==> config.mk <==
export PLATFORM = sky130hd
export DESIGN_NAME = bin_to_bcd_digits
export DESIGN_NICKNAME = d
export VERILOG_FILES = /design/src/rtl/mult_pkg.sv /design/src/rtl/bcd_adj_row.sv /design/src/rtl/bin_to_bcd_digits.sv
export SDC_FILE = /design/constraint.sdc
export NUM_CORES = 1
export LEC_CHECK = 0
export BUFFER_PORTS_ARGS = -buffer_cell sky130_fd_sc_hd__buf_2
export CAP_MARGIN = 15
export CORE_ASPECT_RATIO = 1.5
export CORE_MARGIN = 5
export CORE_UTILIZATION = 57
export DETAILED_ROUTE_END_ITERATION = 16
export PLACE_DENSITY = 0.82
export RECOVER_POWER = 25
export SLEW_MARGIN = 30
export SYNTH_ARGS = -nofsm -noshare
export SYNTH_HDL_FRONTEND = slang
export SYNTH_HIERARCHICAL = 1
export SYNTH_SLANG_ARGS = --single-unit
==> constraint.sdc <==
create_clock -name clk -period 1.7 [get_ports clk]
set_clock_uncertainty 0.05 [all_clocks]
set_input_delay 0.34 -clock clk [delete_from_list [all_inputs] [get_ports clk]]
set_output_delay 0.34 -clock clk [all_outputs]
set_load 0.005 [all_outputs]
==> src/rtl/mult_pkg.sv <==
// rtl/mult_pkg.sv - shared digit types, FSM states and BCD helpers
package mult_pkg;

  localparam int DIG_W = 4;

  typedef enum logic [1:0] {
    IDLE,
    SHIFT,
    DONE
  } state_e;

  // Decimal digits needed for an n-bit unsigned value: ceil(n * log10(2)).
  function automatic int clog10_pow2(input int n);
    return (n * 30103 + 99999) / 100000;
  endfunction

  function automatic logic [DIG_W-1:0] bcd_adj(input logic [DIG_W-1:0] d);
    return (d >= DIG_W'(5)) ? d + DIG_W'(3) : d;
  endfunction

endpackage

==> src/rtl/bcd_adj_row.sv <==
// rtl/bcd_adj_row.sv - add-3 correction applied to every digit in parallel
module bcd_adj_row
  import mult_pkg::*;
#(
  parameter int DD = 5
) (
  input  logic [DIG_W*DD-1:0] bcd_i,
  output logic [DIG_W*DD-1:0] bcd_o
);

  for (genvar k = 0; k < DD; k++) begin : g_dig
    assign bcd_o[DIG_W*k +: DIG_W] = bcd_adj(bcd_i[DIG_W*k +: DIG_W]);
  end

endmodule

==> src/rtl/bin_to_bcd_digits.sv <==
// rtl/bin_to_bcd_digits.sv - sequential double-dabble binary to decimal digit converter
module bin_to_bcd_digits
  import mult_pkg::*;
#(
  parameter int IN_W = 16,
  parameter int NDIG = 4
) (
  input  logic                  clk,
  input  logic                  rst,
  input  logic                  in_valid,
  output logic                  in_ready,
  input  logic [IN_W-1:0]       bin_in,
  output logic                  out_valid,
  input  logic                  out_ready,
  output logic [DIG_W*NDIG-1:0] bcd_out,
  output logic                  ovf
);

  localparam int DD    = clog10_pow2(IN_W);
  localparam int BW    = DIG_W * DD;
  localparam int OW    = DIG_W * NDIG;
  localparam int CNT_W = (IN_W > 1) ? $clog2(IN_W) : 1;
  localparam logic [CNT_W-1:0] LAST_CNT = CNT_W'(IN_W - 1);

  state_e           state_q, state_d;
  logic [IN_W-1:0]  bin_q, bin_d;
  logic [BW-1:0]    bcd_q, bcd_d;
  logic [CNT_W-1:0] cnt_q, cnt_d;
  logic [OW-1:0]    bcd_out_q, bcd_out_d;
  logic             ovf_q, ovf_d;

  logic [BW-1:0]      bcd_adj_w;
  logic [BW+IN_W-1:0] shift_w;
  logic [BW-1:0]      bcd_next;
  logic [IN_W-1:0]    bin_next;
  logic [OW-1:0]      low_digits;
  logic               hi_nz;

  bcd_adj_row #(.DD(DD)) u_adj (
    .bcd_i(bcd_q),
    .bcd_o(bcd_adj_w)
  );

  assign shift_w  = {bcd_adj_w, bin_q} << 1;
  assign bcd_next = shift_w[BW+IN_W-1:IN_W];
  assign bin_next = shift_w[IN_W-1:0];

  // Digits beyond NDIG only feed the overflow flag; missing ones read as zero.
  if (NDIG < DD) begin : g_trunc
    assign low_digits = bcd_next[OW-1:0];
    assign hi_nz      = |bcd_next[BW-1:OW];
  end else if (NDIG == DD) begin : g_exact
    assign low_digits = bcd_next;
    assign hi_nz      = 1'b0;
  end else begin : g_pad
    assign low_digits = {{(OW-BW){1'b0}}, bcd_next};
    assign hi_nz      = 1'b0;
  end

  always_comb begin
    state_d   = state_q;
    bin_d     = bin_q;
    bcd_d     = bcd_q;
    cnt_d     = cnt_q;
    bcd_out_d = bcd_out_q;
    ovf_d     = ovf_q;
    case (state_q)
      IDLE: begin
        if (in_valid) begin
          bin_d   = bin_in;
          bcd_d   = '0;
          cnt_d   = '0;
          state_d = SHIFT;
        end
      end
      SHIFT: begin
        bin_d = bin_next;
        bcd_d = bcd_next;
        cnt_d = cnt_q + 1'b1;
        if (cnt_q == LAST_CNT) begin
          bcd_out_d = low_digits;
          ovf_d     = hi_nz;
          state_d   = DONE;
        end
      end
      DONE: begin
        if (out_ready) state_d = IDLE;
      end
      default: state_d = IDLE;
    endcase
  end

  always_ff @(posedge clk) begin
    if (rst) begin
      state_q   <= IDLE;
      bin_q     <= '0;
      bcd_q     <= '0;
      cnt_q     <= '0;
      bcd_out_q <= '0;
      ovf_q     <= 1'b0;
    end else begin
      state_q   <= state_d;
      bin_q     <= bin_d;
      bcd_q     <= bcd_d;
      cnt_q     <= cnt_d;
      bcd_out_q <= bcd_out_d;
      ovf_q     <= ovf_d;
    end
  end

  assign in_ready  = (state_q == IDLE);
  assign out_valid = (state_q == DONE);
  assign bcd_out   = bcd_out_q;
  assign ovf       = ovf_q;

endmodule

==> metrics <==
status completed; Lkg Pwr around 1.3 nW; WS Path Type flip-flop to flip-flop; Ys Warns 6; Clock Sinks between 50 and 60; I/O Buffers 38; share of layout cells above drive strength 1 0.180; footprint of the multi-input gates 1440 um^2; via count 2573; grt met2 use 0.394; Finished Cell Area 3250 um^2; clk buf depth 2; Max Cap Violations 0; post-synthesis net count 370; Iteration-0 DRC Markers roughly 240; Place WS between 0.04 and 0.05 ns; Mapped Area about 2800 um^2; Final WS setup between 0.08 and 0.09 ns; clock slew at reported path FFs 0.06 ns; iteration count of the initial detailed-routing pass 4; Rows 31; Setup crit start kind flip-flop; largest net degree at the start of global routing 41; Final Util 0.681; Worst slew margin 0.715; ant diodes 0; nets@finish 410; die height around 95 um; routability cong. about 0.8; Fin Hold WS ~0.16 ns; first-pass GRT wire length 10300 um; Post-Place Cell Area roughly 3000 um^2; Seq. cell area ~1200 um^2; max-slew violations 0; Tmin final around 1.6 ns; Fin. Hold Viols 0; met3 Use GR 0.0472; via count of the first global-routing pass 2428; HPWL after detailed placement ~4300 um; Routed Antenna Nets 0; PD cells approximately 900 nW/um^2; WP data arrival about 1.8 ns; final setup TNS 0 ns; H-tree depth 3; drt via density between 5 and 6; Fmax between 600 and 700 MHz; CTS tree yes; Tightest Hold Check Type input port to flip-flop; Post-Synthesis Cells about 340; crit end category flip-flop; Finish-stage setup viols 0; Mean Syn Cell Area around 8.2 um^2; Tcrit/Tclk final 0.951; total die area approximately 6400 um^2; WL/cell 14.0 um; met1 Use GR 0.216; initial core utilization 0.580; Critical Path RT between 1.5 and 2 ns; initial antenna violation count 0; Inserted Clock Buffers 9; Routed WL around 6300 um; die width approximately 67 um; Fillers between 400 and 500; GRT Resource Usage Total 0.212; Core ar. around 4800 um^2; io pins 39; Area Growth Syn to Fin 17.5%; Top Usage Layer GRT met2; maximum vdd drop 0.602 mV; total gr overflow 0; worst skew pair latency around 0.33 ns; worst-path fanout max 3; root buffer cell clkbuf_8; DR DRC count 0; Tightest Pin Transition between 0.4 and 0.5 ns
-- final timing paths --
| check | slack (ns) | depth (start not counted) | from | endpoint |
|---|---|---|---|---|
| worst max register to register | 0.08 | 7 | bcd_q[9] | bcd_out[10] |
| worst min register to register | 0.42 | 2 | bcd_out[3] | bcd_out[3] |
| worst min-delay path | 0.16 | 2 | rst | bcd_q[14] |
| worst max-delay path | 0.08 | 7 | bcd_q[9] | bcd_out[10] |
-- through the flow --
stage	std cells	total power [mW]
6_report	449	2.92
3_5_place_dp	433	1.71
5_1_grt	449	3.03
2_1_floorplan	339	1.63
3_3_place_gp	433	1.70
4_1_cts	448	2.94
-- area by class of cell --
cell class              count  area share
inverters                  14      0.0162
well taps                  66      0.0254
repair buffers             52      0.0901
clock inverters             1     0.00154
multi-input cells         243       0.443
clock buffers              14      0.0593
flip-flops and latches     59       0.364
-- metal layers --
metal / up-vias / part of all wire
met2: 62 / 0.54
li1: 1281 / -
met1: 1215 / 0.39
met3: 15 / 0.045
met4: 0 / 0.025
met5: - / 0
-- power by group --
group          internal, mW  total (mW)  switching, mW
clock network         0.718        1.24          0.519
logic                0.0903       0.233          0.143
registers              1.42        1.45         0.0243
-- worst max-delay path, cell delays in order (launching register included) --
cell and delay, ns:
dfxtp_2 0.34, inv_1 0.08, ha_1 0.18, nand2b_1 0.17, a21oi_2 0.21, mux2i_1 0.29, nand3_1 0.13, a21oi_2 0.11
-- timing repair --
| action | CTS | global route |
|---|---|---|
| gates resized for setup | 0 | 4 |
| hold buffers | 0 | 0 |
| endpoints found under the setup margin | 0 | 3 |
| setup buffers | 0 | 1 |
-- state kept, by name, summed over array words and instances (netlist names) --
signal / count
bcd_q: 20
bcd_out: 16
bin_q: 16
cnt_q: 4
state_q: 2
ovf: 1
-- cells in the final DEF (no fill, tap or decap), drive strengths merged --
cell type / n
dfxtp: 59
nor2: 42
buf: 42
o21ai: 39
a21oi: 38
clkbuf: 24
a22oi: 21
nand2: 21
nand3: 19
inv: 14
nand2b: 11
ha: 11
o2bb2ai: 10
mux2i: 6
o22ai: 5
xnor2: 5
nor3: 2
a211oi: 2
o21bai: 1
nor2b: 1
o21ba: 1
o211a: 1
and3: 1
or3: 1
a31oi: 1
nor4: 1
a22o: 1
a32o: 1
o21a: 1
clkinv: 1
Power figures use the tool's default switching activity.
